### src/rtl/bin2bcd_seq_pkg.sv
// bin2bcd_seq_pkg: shared sizes and FSM state type for the sequential binary-to-BCD converter
package bin2bcd_seq_pkg;
   localparam int N_DIGITS     = 6;
   localparam int BIN_W        = 20;
   localparam int SHIFT_CYCLES = 20;
   localparam int CNT_W        = 5;
   typedef enum logic [1:0] {IDLE, SHIFT, DONE} state_t;
endpackage

### src/rtl/bcd_digit_adj.sv
// bcd_digit_adj: double-dabble correction cell, adds 3 to a BCD digit that is 5 or more
module bcd_digit_adj (
   input  logic [3:0] d,
   output logic [3:0] q
);
   assign q = d >= 4'd5 ? d + 4'd3 : d;
endmodule

### src/rtl/bin2bcd_seq.sv
// bin2bcd_seq: 20-bit binary to 6-digit BCD via one double-dabble shift per clock,
// with change-detect self start and a one-deep pending buffer for requests made while busy
module bin2bcd_seq
   import bin2bcd_seq_pkg::*;
#(
   parameter bit               CHANGE_DET = 1'b1,
   parameter logic [BIN_W-1:0] SAT_VAL    = 20'd999_999
) (
   input  logic                  sys_clk,
   input  logic                  sys_rst,
   input  logic [BIN_W-1:0]      data_in,
   input  logic                  data_vld,
   output logic [4*N_DIGITS-1:0] bcd,
   output logic                  bcd_vld,
   output logic                  busy,
   output logic                  ovf
);
   state_t                          state;
   logic [CNT_W-1:0]                cnt;
   logic [BIN_W-1:0]                sr, last_val, pend_val, operand;
   logic [4*N_DIGITS-1:0]           dig, dig_adj;
   logic [4*N_DIGITS+BIN_W-1:0]     cat;
   logic                            pend_full, ovf_int, start;
   // a value already queued does not count as a change, so a held input cannot retrigger
   assign start   = data_vld | (CHANGE_DET && data_in != last_val && !(pend_full && data_in == pend_val));
   assign operand = pend_full ? pend_val : data_in;
   assign cat     = {dig_adj, sr} << 1;
   for (genvar g = 0; g < N_DIGITS; g++) begin : g_adj
      bcd_digit_adj u_adj (.d(dig[4*g+:4]), .q(dig_adj[4*g+:4]));
   end
   always_ff @(posedge sys_clk or posedge sys_rst) begin
      if (sys_rst) begin
         state     <= IDLE;
         cnt       <= '0;
         sr        <= '0;
         dig       <= '0;
         last_val  <= '0;
         pend_val  <= '0;
         pend_full <= 1'b0;
         ovf_int   <= 1'b0;
         bcd       <= '0;
         bcd_vld   <= 1'b0;
         busy      <= 1'b0;
         ovf       <= 1'b0;
      end else begin
         bcd_vld <= 1'b0;
         case (state)
            IDLE: if (start || pend_full) begin
               state     <= SHIFT;
               busy      <= 1'b1;
               last_val  <= operand;
               sr        <= operand > SAT_VAL ? SAT_VAL : operand;
               ovf_int   <= operand > SAT_VAL;
               dig       <= '0;
               cnt       <= '0;
               pend_full <= pend_full && start;
               if (pend_full && start) pend_val <= data_in;
            end
            SHIFT: begin
               {dig, sr} <= cat;
               cnt       <= cnt + 5'd1;
               if (cnt == CNT_W'(SHIFT_CYCLES - 1)) begin
                  state   <= DONE;
                  bcd     <= cat[4*N_DIGITS+BIN_W-1:BIN_W];
                  ovf     <= ovf_int;
                  bcd_vld <= 1'b1;
               end
            end
            DONE: begin
               state <= IDLE;
               busy  <= 1'b0;
            end
            default: state <= IDLE;
         endcase
         if (state != IDLE && start) begin
            pend_val  <= data_in;
            pend_full <= 1'b1;
         end
      end
   end
endmodule
### config.mk
export PLATFORM = sky130hd
export DESIGN_NAME = bin2bcd_seq
export DESIGN_NICKNAME = d
export VERILOG_FILES = /design/src/rtl/bin2bcd_seq_pkg.sv /design/src/rtl/bcd_digit_adj.sv /design/src/rtl/bin2bcd_seq.sv
export SDC_FILE = /design/constraint.sdc
export NUM_CORES = 1
export LEC_CHECK = 0
export ABC_AREA = 1
export CAP_MARGIN = 20
export CORE_MARGIN = 2
export CORE_UTILIZATION = 50
export DETAILED_ROUTE_END_ITERATION = 10
export PLACE_DENSITY_LB_ADDON = 0.25
export SLEW_MARGIN = 25
export SYNTH_ARGS = -nofsm -noshare
export SYNTH_HDL_FRONTEND = slang
export SYNTH_SLANG_ARGS = --single-unit
### constraint.sdc
create_clock -name sys_clk -period 3.85 [get_ports sys_clk]
set_input_delay 0.5775 -clock sys_clk [delete_from_list [all_inputs] [get_ports sys_clk]]
set_output_delay 0.5775 -clock sys_clk [all_outputs]
set_load 0.05 [all_outputs]
# Word-level counts from Yosys, hierarchy flattened
# Index checks and enable logic that the tools add are counted.
[op_classes] addsub=7 order_cmp=7 n_eq_ne=7 n_mux=28 n_bitwise=1 n_reduce_logical=20
[op_table] cell="$mux W20" count=7
[op_table] cell="$pmux W24 S2" count=1
[op_table] cell="$pmux W20 S2" count=1
[op_table] cell="$ge A4 B3 Y1 const B" count=6
[op_table] cell="$mux W24" count=1
[op_table] cell="$add A4 B2 Y4 const B" count=5
[op_table] cell="$eq A20 B20 Y1" count=1
[op_table] cell="$gt A20 B20 Y1 const B" count=1
[op_table] cell="$mux W4" count=5
[op_table] cell="$ne A20 B20 Y1" count=1
[op_table] cell="$reduce_and A2 Y1" count=6
[op_table] cell="$reduce_bool A2 Y1" count=6
[op_table] cell="$pmux W5 S2" count=1
[op_table] cell="$mux W1" count=6
[op_table] cell="$add A5 B1 Y5 const B" count=1
[op_table] cell="$eq A5 B5 Y1 const B" count=1
[op_table] cell="$mux W5" count=1
[op_table] cell="$logic_and A1 B1 Y1" count=4
[op_table] cell="$mux W2" count=2
[op_table] cell="$ne A2 B2 Y1 const B" count=2
[op_table] cell="$pmux W2 S2" count=1
[op_table] cell="$add A3 B2 Y3 const B" count=1
[op_table] cell="$mux W3" count=1
[op_table] cell="$reduce_and A3 Y1" count=1
[op_table] cell="other kinds (7)" count=7
[totals] regBits=120 input_bits=23 output_inout_bits=27

# Logic depth before layout (Yosys ltp)
# Gate-level depths: netlist of the first run.
[logic_depth] ltp_word=10 depth_mapped=14 depth_no_buf=13

# Cells and area by module
# From an unflattened synthesis of the first run, not the netlist that was laid out.
[unflattened] cells_unflattened=956 area_unflattened_um2=6920.4
[by_module_without_submodules] module="bin2bcd_seq" n_inst=1 cells_each=818 area_per_inst_um2=6109.6
[by_module_without_submodules] module="bcd_digit_adj" n_inst=6 cells_each=23 area_per_inst_um2=135.1

# Worst setup path before layout of the first run
# No wires, ideal clock.
[synth_timing] path_kind="input to register" start="input port data_in[8]" end="register sr[10]" t_arrival_ns=1.611 setup_slack_ns=2.123 cell_stages=13 n_path_buf=1 path_cell_list="inv_1 nand2_1 nand2_1 nand2_1 nor2_1 nand2_1 nor2_1 nand4_1 nand2_2 nand2_2 buf_6 nand2_1 nand2_1"
[synth_between] elab_chain_len=8 word_cells_on_any_way=14 cone_classes="order compare (1); eq/ne (3); mux (4); bitwise (1); reduce/logical (5)"
[synth_rtl] item="from (decl)" line_no="bin2bcd_seq.sv:11" text="input logic [BIN_W-1:0] data_in,"
[synth_rtl] item="branches (longest 8 deep; another with $gt A20 B20 Y1)"
[synth_rtl] item="to (signal assigned)" line_no="bin2bcd_seq.sv:52" text="sr <= operand > SAT_VAL ? SAT_VAL : operand;"
[synth_rtl] item="to (signal assigned)" line_no="bin2bcd_seq.sv:60" text="{dig, sr} <= cat;"
[synth_rtl] item="to (decl)" line_no="bin2bcd_seq.sv:20" text="logic [BIN_W-1:0] sr, last_val, pend_val, operand;"
# Several ways; the timed one is not identified. The select of a mux whose other input is x is not followed.
# A chain may end at the register's enable or synchronous reset.

# Final worst setup path of the first run
[layout_timing] start="input port data_in[16]" end="register pend_full"
[layout_between] elab_chain_len=9 word_cells_on_any_way=15 cone_classes="eq/ne (2); mux (3); bitwise (1); reduce/logical (9)"
[layout_rtl] item="$eq A20 B20 Y1" line_no="bin2bcd_seq.sv:25" text="assign start = data_vld | (CHANGE_DET && data_in != last_val && !(pend_full && data_in == pend_val));"
[layout_rtl] item="$logic_and A1 B1 Y1" line_no="bin2bcd_seq.sv:25"
[layout_rtl] item="$logic_not A1 Y1" line_no="bin2bcd_seq.sv:25"
[layout_rtl] item="$logic_and A1 B1 Y1 *" line_no="bin2bcd_seq.sv:25"
[layout_rtl] item="$or A1 B1 Y1 *" line_no="bin2bcd_seq.sv:25"
[layout_rtl] item="$logic_and A1 B1 Y1" line_no="bin2bcd_seq.sv:56" text="pend_full <= pend_full && start;"
[layout_rtl] item="$mux W1" line_no="bin2bcd_seq.sv:48" text="IDLE: if (start || pend_full) begin"
[layout_rtl] item="$mux W1" line_no="bin2bcd_seq.sv:47" text="case (state)"
[layout_rtl] item="$mux W1" line_no="bin2bcd_seq.sv:75" text="if (state != IDLE && start) begin"
[layout_rtl] item="to (signal assigned)" line_no="bin2bcd_seq.sv:56"
[layout_rtl] item="to (decl)" line_no="bin2bcd_seq.sv:23" text="logic pend_full, ovf_int, start;"
# Mark *: on every way between the ends. The rest lies on a longest branch, timed or not. The select of a mux whose other input is x is not followed.

==> metrics.yaml, run 1 <==
status:
  outcome: "finished, final reports clean"
global_routing:
  top_usage_layer: "met2"
  met2_usage_pct: 34.3
  use_met3_pct: 4.95
  grt_max_degree: 72
  grt_pass1_wl_um: 25600
  grt_use_total_pct: 22.2
  grt_pass1_vias: 5418
  grt_overflow: 0
  use_met1_pct: 29.9
  antenna_found_initial: 0
timing:
  holdWs_ps: 468
  period_share_pct: 69.8
  post-route-min-period_ps: 2690
  rsz0062_at_grt: "false"
  finalSetupTns_ps: 0
  drv_slew: 0
  skew_ps: 7.80
  setup_violations: 0
  max_freq_ghz: 0.372
  worstMarginPinSlew_ps: 914
  max_slew_margin_pct: 39.0
  hold_viol: 0
clock_network:
  cts_buffers: 17
  tritoncts: "built"
  clk_pin_slew_ps: 50
  postCtsSetupRepairBufs: 0
  clock-sinks: 120
  clock_latency_ps: 410
  cts_root_buffer: "clkbuf_16"
  cts_buffer_depth: 2
  ctsHoldBuffers: 0
  cts-resized-gates: 0
  cts.htree.levels: 4
worst_setup_path:
  worst_ep_required_time_ps: 4100
  crit_path_top_delay_cell: "clkdlybuf4s50_1"
  worstPathCellList: "clkdlybuf4s50_1, inv_2, nand2_1, nand2_1, nor2_1, nand2_1, nor2_2, nand2_1, nand2_1, nand2_1, buf_4, nand2_1, o21ai_0"
  cpPeakStageDelay_ps: 550
  worstSetupEndpointType: "flop"
  path_common_cell: "nand2_1"
  critPathArrivalTime_ps: 2930
  crit_family: "simple AND/OR/NAND/NOR gates"
  critical_path_class: "primary input to flop"
  path_buf_inv: 3
  startpoint_type: "primary input"
  worstPathMaxFanout: 21
logic_synthesis:
  synth-edff-count: 0
  syn-instance-count: 923
  synth_common_cells: "389 x nand2_1, 120 x dfrtp_1, 85 x inv_1"
  synth-seq-area-share_pct: 44.3
  synth_most_common_cell: "nand2_1"
  yosysTopAreaCell: "dfrtp_1"
  netlist_area_um2: 6780
  syn_area_per_cell_um2: 7.35
  ys_ff_latch: 120
  syn-num-nets: 959
  synth.top_cell.area_share_pct: 44.3
  yosys.cell_types.count: 28
  synth-main-ff-cell: "dfrtp_1"
  yosys_warnings: 0
  synth.area.top_cells: "dfrtp_1 44%, nand2_1 22%, inv_1 4.7%, nand3_1 4.6%, o21ai_0 3.8%"
  synth-async-reset-ratio_pct: 100
placement:
  portBuffers: 49
  hpwl_um: 9860
  place_congestion: 0.889
  placedInstanceArea_um2: 7340
routing:
  drt_iter0_markers: 393
  vias_per_cell: 4.91
  postRouteAntennaNets: 0
  drcViolationCount: 0
  detail_route.first_pass.iterations: 5
  vias: 5653
  routed_wl_um: 14700
  wl_per_cell_um: 12.8
floorplanning:
  io_pins: 50
  coreArea_um2: 13200
  initial_core_util_pct: 51.2
  rows: 42
  dieArea_um2: 14500
  die_h_um: 120
  die_w_um: 120
pwr:
  p_int_w: 0.00282
  power_density_nw_per_um2: 505
  power_frac_seq_pct: 36.8
  power.leakage_nw: 4.26
  combPwrFrac_pct: 21.5
  switching_power_w: 0.00120
  power_frac_clock_pct: 41.7
  peakVddDrop_mv: 0.333
  swShare_pct: 29.9
hold_path:
  hold_path.class: "flop to flop"
final_layout:
  layout-drive-gt1-share_pct: 9.73
  final_util_pct: 60.2
  nets: 1000
  fin_area_um2: 7970
  n_antenna_cell: 0
  area_growth_pct: 17.5
run:
  maxCapViolCount: 0
==> routing by layer <==
metal	wire, um	vias to the layer above
li1	-	2943
met1	7110	2555
met2	6520	128
met3	636	27
met4	464	0
met5	0	-
==> worst min-delay path, stage by stage (launching register included) <==
cell and delay, ps:
dfrtp_1 340, nand2_1 50, nand2_1 50
==> power groups by stage <==
stage,combinational (W),sequential [W],clock (W)
global placement,0.000862,0.00150,0
global route,0.000937,0.00150,0.00176
detailed placement,0.000872,0.00150,0
CTS,0.000875,0.00148,0.00170
finish,0.000867,0.00148,0.00168
floorplan,0.000217,0.00185,0
==> cell type report <==
class / instances / area, um2
fill: 1244 / 5280
multi-input combinational: 672 / 3170
sequential: 120 / 3000
timing repair buffer: 59 / 591
clock buffer: 24 / 482
inverter: 94 / 355
tap: 176 / 220
clock inverter: 7 / 141
==> state kept, by name, indices dropped and copies added (netlist names) <==
register / cells
bcd: 24
bcd_vld: 1
busy: 1
cnt: 5
dig: 24
last_val: 20
ovf: 1
ovf_int: 1
pend_full: 1
pend_val: 20
sr: 20
state: 2
==> kinds of logic (layout without fill, tap and decap cells) <==
| group | Yosys count | count (layout) | share of synthesized area (%) |
|---|---|---|---|
| adders and majority gates | 13 | 13 | 2.40 |
| buffers and inverters | 131 | 184 | 9.02 |
| xor gates and xnor gates | 23 | 23 | 2.97 |
| AOI/OAI and AO/OA | 87 | 87 | 6.57 |
| and+or+nand+nor | 549 | 549 | 34.8 |
| DFF | 120 | 120 | 44.3 |
==> through the flow <==
stage / power, W / setup slack, ps / std cells
2_1_floorplan: 0.00207 / 86.7 / 923
3_3_place_gp: 0.00236 / 781 / 1121
3_5_place_dp: 0.00237 / 771 / 1121
4_1_cts: 0.00406 / 1190 / 1152
5_1_grt: 0.00419 / 1060 / 1152
6_report: 0.00402 / 1160 / 1152
==> cells in the final DEF (no fill, tap or decap), types with 3 or more instances in the layout <==
cell / instances
a21oi_1: 18
or2_2: 15
clkdlybuf4s50_1: 49
nand2_2: 3
buf_4: 8
nand3_2: 20
inv_1: 83
o21ai_0: 51
ha_1: 13
dfrtp_1: 120
nand2_1: 389
inv_2: 10
nand3_1: 63
o21ai_1: 15
clkbuf_8: 3
clkbuf_1: 4
clkbuf_16: 17
nand2_4: 3
nor2_1: 48
xor2_1: 21
bufinv_16: 4
==> path summary, 6_finish.rpt <==
check	end	start	cells after the start	slack [ps]
setup / recovery	pend_full	data_in[16]	13	1160
hold / removal	bcd[19]	bcd[19]	2	470
setup reg to reg	pend_full	last_val[16]	12	1530
hold reg to reg	bcd[19]	bcd[19]	2	470
max in group asynchronous	bcd[20]	sys_rst	3	2560
min in group asynchronous	dig[5]	sys_rst	2	560
No activity file was read; power rests on OpenSTA's default activity.
==> run 2, diff against run 1 <==
==> constraint.sdc (replaced) <==
create_clock -name sys_clk -period 2.3 [get_ports sys_clk]
set_input_delay 0.345 -clock sys_clk [delete_from_list [all_inputs] [get_ports sys_clk]]
set_output_delay 0.345 -clock sys_clk [all_outputs]
set_load 0.05 [all_outputs]
==> metrics.yaml, run 2 (same netlist as run 1, synthesis figures left out) <==
final_layout:
  fin_area_um2: 8110  # +1.7%
  nets: 1017  # +1.7%
  area_growth_pct: 19.5
  stdcell_count: 1169  # +1.5%
  n_antenna_cell: 0  # unchanged
  layout_common_cells: "389 x nand2_1, 120 x dfrtp_1, 83 x inv_1"
  mostFrequentLayoutCell: "nand2_1"
  final_util_pct: 61.2  # +1.0 points
  layout-drive-gt1-share_pct: 11.5  # +1.7 points
  biggestRegsByFlops: "bcd: 24 flops, dig: 24 flops"
clock_network:
  tritoncts: "built"
  cts_buffers: 17  # unchanged
  cts_buffer_depth: 2  # unchanged
  postCtsSetupRepairBufs: 0  # unchanged
  clk_pin_slew_ps: 60  # about the same
  ctsHoldBuffers: 0  # unchanged
  clock_latency_ps: 410  # about the same
  cts_root_buffer: "clkbuf_16"
  cts.htree.levels: 4  # unchanged
  cts-resized-gates: 0  # unchanged
  clock-sinks: 120  # unchanged
placement:
  place_congestion: 0.872  # -1.9%
  portBuffers: 49  # unchanged
  hpwl_um: 9960  # +0.95%
  placed_cells: 1138  # +1.5%
  placedInstanceArea_um2: 7510  # +2.3%
routing:
  vias_per_cell: 4.86  # -1.0%
  vias: 5679  # +0.46%
  wl_per_cell_um: 12.5  # -1.9%
  drcViolationCount: 0  # unchanged
  routed_wl_um: 14700  # -0.48%
  drt_iter0_markers: 341  # -13%
  detail_route.first_pass.iterations: 4  # -1
  postRouteAntennaNets: 0  # unchanged
timing:
  hold_viol: 0  # unchanged
  finalSetupTns_ps: 0  # unchanged
  period_share_pct: 85.0
  max_slew_margin_pct: 55.1  # +16 points
  setup_violations: 0  # unchanged
  skew_ps: 4.39  # -3.40 ps
  drv_slew: 0  # unchanged
  max_freq_ghz: 0.511
  rsz0062_at_grt: "false"
  post-route-min-period_ps: 1960
  worstMarginPinSlew_ps: 674  # -241 ps
global_routing:
  grt_pass1_wl_um: 25700  # +0.73%
  grt_overflow: 0  # unchanged
  grt_max_degree: 121  # +68%
  grt_use_total_pct: 22.2  # -0.034 points
  antenna_found_initial: 0  # unchanged
  grt_pass1_vias: 5385  # -0.61%
status:
  outcome: "finished, final reports clean"
pwr:
  p_int_w: 0.00457  # +62%
  power_frac_seq_pct: 37.5  # +0.7 points
  combPwrFrac_pct: 22.0  # +0.5 points
  peakVddDrop_mv: 0.497  # +49%
  swShare_pct: 31.0  # +1.1 points
  switching_power_w: 0.00205  # +70%
  power_w: 0.00662  # +64%
  power.leakage_nw: 4.33  # +1.7%
  power_density_nw_per_um2: 817  # +62%
  power_frac_clock_pct: 40.5  # -1.2 points
floorplanning:
  rows: 42  # unchanged
  coreArea_um2: 13200  # unchanged
  dieArea_um2: 14500  # unchanged
  die_h_um: 120  # unchanged
  io_pins: 50  # unchanged
  initial_core_util_pct: 51.2  # unchanged
  die_w_um: 120  # unchanged
hold_path:
  hold_path.class: "primary input to async pin"
worst_setup_path:
  worstPathCellList: "clkdlybuf4s50_1"
  crit_family: "buffers and inverters"
  worst_ep_required_time_ps: 1960  # -2140 ps
  path_buf_inv: 1  # -2
  startpoint_type: "flop"
  worstSetupEndpointType: "output pin"
  critPathArrivalTime_ps: 1610  # -1320 ps
  worstPathMaxFanout: 2  # -90%
  worst_r2r_path_depth: 12  # unchanged
  cpPeakStageDelay_ps: 820  # +270 ps
  critical_path_class: "flop to output pin"
  cp.depth: 1  # -12
  crit_path_top_delay_cell: "clkdlybuf4s50_1"
run:
  maxCapViolCount: 0  # unchanged
-- run 2: cell count changes in the layout (fill, tap and decap cells not counted) --
| cell | delta |
|---|---|
| inv_4 | -1 |
| clkbuf_1 | -2 |
| buf_4 | +14 |
| clkinv_4 | +1 |
| bufinv_16 | -1 |
| inv_6 | +1 |
| clkbuf_8 | -2 |
| clkinv_2 | +1 |
| clkinvlp_4 | +3 |
| buf_12 | +3 |
-- run 2: path summary, 6_finish.rpt --
path	from	end	slack, ps
min in group sys_clk	bcd[11]	bcd[11]	470
worst min-delay path	sys_rst	dig[5]	440
max in group asynchronous	sys_rst	pend_val[19]	1320
worst max register to register	pend_full	sr[14]	440
worst max-delay path	busy	busy	340
worst min register to register	bcd[11]	bcd[11]	470
-- run 2: area by class of cell --
type                       instances  area (um2)
sequential                       120        3000
clock inverter                    11         149
multi-input combinational        672        3170
inverter                          94         357
timing repair buffer              76         756
tap                              176         220
clock buffer                      20         447
fill                            1177        5140
-- run 2: power groups by stage --
stage | registers, W | clock network [W] | logic [W]
floorplan | 0.00310 | 0 | 0.000364
global placement | 0.00251 | 0 | 0.00146
detailed placement | 0.00251 | 0 | 0.00147
CTS | 0.00248 | 0.00273 | 0.00147
global route | 0.00251 | 0.00284 | 0.00159
finish | 0.00248 | 0.00268 | 0.00146
-- run 2: layer usage --
layer,up-vias,share of wire [%],GRT usage [%]
met5,-,0,0
met4,0,1.6,6.47
met3,15,3.5,5.19
met2,103,47,35.6
met1,2587,48,30.0
li1,2974,-,-
-- run 2: metrics by stage --
step / hold WS (ps) / worst slack, ps
2_1_floorplan: 449 / 486
5_1_grt: 504 / 147
3_3_place_gp: 455 / -51.2
3_5_place_dp: 460 / -108
6_report: 438 / 344
4_1_cts: 473 / 325
==> run 3, diff against run 2 <==
--- a/config.mk
+++ b/config.mk
@@ -7,6 +7,7 @@
 export LEC_CHECK = 0
 export ABC_AREA = 1
 export CAP_MARGIN = 20
+export CORE_ASPECT_RATIO = 0.75
 export CORE_MARGIN = 2
 export CORE_UTILIZATION = 50
 export DETAILED_ROUTE_END_ITERATION = 10
==> metrics.yaml, run 3 (same netlist as run 1, synthesis figures left out) <==
clock_network:
  clk_pin_slew_ps: 50  # about the same
  clock_latency_ps: 410  # about the same
  cts_buffers: 17  # unchanged
  postCtsSetupRepairBufs: 0  # unchanged
  cts_buffer_depth: 2  # unchanged
  ctsHoldBuffers: 0  # unchanged
  cts.htree.levels: 4  # unchanged
  cts_root_buffer: "clkbuf_16"
  tritoncts: "built"
  cts-resized-gates: 0  # unchanged
  clock-sinks: 120  # unchanged
global_routing:
  grt_overflow: 0  # unchanged
  grt_pass1_wl_um: 26000  # +1.0%
  antenna_found_initial: 0  # unchanged
  grt_pass1_vias: 5319  # -1.2%
  grt_use_total_pct: 22.1  # about the same
  grt_max_degree: 64  # -47%
routing:
  drt_iter0_markers: 445  # +30%
  postRouteAntennaNets: 0  # unchanged
  wl_per_cell_um: 13.2  # +5.5%
  vias_per_cell: 5.01  # +3.0%
  detail_route.first_pass.iterations: 5  # +1
  drcViolationCount: 0  # unchanged
  routed_wl_um: 15400  # +5.2%
  vias: 5831  # +2.7%
worst_setup_path:
  worstPathMaxFanout: 19  # +17
  worst_ep_required_time_ps: 2600  # +640 ps
  cpPeakStageDelay_ps: 560  # -260 ps
  worstSetupEndpointType: "flop"
  startpoint_type: "primary input"
  crit_path_top_delay_cell: "clkdlybuf4s50_1"
  critical_path_class: "primary input to flop"
  critPathArrivalTime_ps: 2300  # +690 ps
  worstPathCellList: "clkdlybuf4s50_1, inv_2, nand2_1, nand2_1, nor2_1, nand2_1, nor2_2, nand4_1, nand2_2, nand2_2, nand2_1, nand2_1"
  path_common_cell: "nand2_1"
floorplanning:
  initial_core_util_pct: 51.7  # +0.53 points
  coreArea_um2: 13100  # -1.0%
  dieArea_um2: 14500  # about the same
  io_pins: 50  # unchanged
  die_w_um: 138  # +15%
  die_h_um: 105  # -13%
  rows: 36  # -14%
timing:
  post-route-min-period_ps: 2000  # +46.3 ps
  holdWs_ps: 263  # -175 ps
  rsz0062_at_grt: "false"
  hold_viol: 0  # unchanged
  setup_violations: 0  # unchanged
  finalSetupTns_ps: 0  # unchanged
  max_freq_ghz: 0.499  # -2.3%
  max_slew_margin_pct: 65.8  # +11 points
  drv_slew: 0  # unchanged
  worstMarginPinSlew_ps: 511  # -162 ps
  period_share_pct: 87.0  # +2.0 points
  setup_ws_ps: 298  # -46.3 ps
  skew_ps: 9.06  # +4.66 ps
final_layout:
  layout_common_cells: "389 x nand2_1, 120 x dfrtp_1, 83 x inv_1"
  nets: 1017  # unchanged
  layout-drive-gt1-share_pct: 11.6  # +0.089 points
  biggestRegsByFlops: "bcd: 24 flops, dig: 24 flops"
  area_growth_pct: 19.8
  n_antenna_cell: 0  # unchanged
  mostFrequentLayoutCell: "nand2_1"
placement:
  place_ws_ps: -62.9  # +45.2 ps
  hpwl_um: 10500  # +5.0%
  place_congestion: 0.895  # +2.6%
  portBuffers: 49  # unchanged
status:
  outcome: "finished, final reports clean"
run:
  maxCapViolCount: 0  # unchanged
pwr:
  power_w: 0.00669  # +1.0%
  power_density_nw_per_um2: 823  # +0.79%
  power.leakage_nw: 4.33  # about the same
  peakVddDrop_mv: 0.760  # +53%
hold_path:
  hold_path.class: "primary input to async pin"
run 3: cell count changes in the layout (fill, tap and decap cells not counted), sizes merged:
cell,before,now
clkbuf,20,21
clkinvlp,4,5
inv,94,93
run 3: per-stage QoR:
stage | cell area, um2 | utilization (%) | instances
finish | 8120 | 62.0 | 1165
global route | 8120 | 62.0 | 1165
CTS | 8120 | 62.0 | 1165
detailed placement | 7520 | 57.3 | 1133
global placement | 7520 | 57.3 | 1133
floorplan | 6790 | - | 923
run 3: per-layer routing:
metal	track usage (%)	share of wire [%]	vias to the layer above
met1	33.4	51	2712
met5	0	0	-
met4	5.69	0.80	0
met3	5.09	4.9	12
li1	-	-	2978
met2	32.1	43	129
run 3: cell type report:
type                            count  area [um2]
Timing Repair Buffer               76         768
Tap cell                          171         214
Fill cell                        1161        4980
Clock buffer                       21         460
Multi-Input combinational cell    672        3170
Sequential cell                   120        3000
Clock inverter                     11         148
Inverter                           94         357
run 3: final timing paths:
kind                        startpoint     end  slack, ps  cells after the start
min in group sys_clk            bcd[0]  bcd[0]        470                      2
min                            sys_rst  bcd[1]        260                      2
min reg2reg                     bcd[0]  bcd[0]        470                      2
max                        data_in[16]   sr[3]        300                     12
max reg2reg                  pend_full   sr[8]        350                     12
max in group asynchronous      sys_rst   sr[1]       1400                      3
run 3: power by group:
part           leakage [nW]  switching, W  internal [W]
logic                  2.57      0.000980      0.000498
clock network         0.285      0.000965       0.00176
registers              1.48      0.000141       0.00234
total                  4.33       0.00209       0.00460
run 3: worst max-delay path: cells and delay by family:
| family | cells | cell delay (ps) |
|---|---|---|
| buffers and inverters | 2 | 620 |
| and+or+nand+nor | 10 | 1330 |
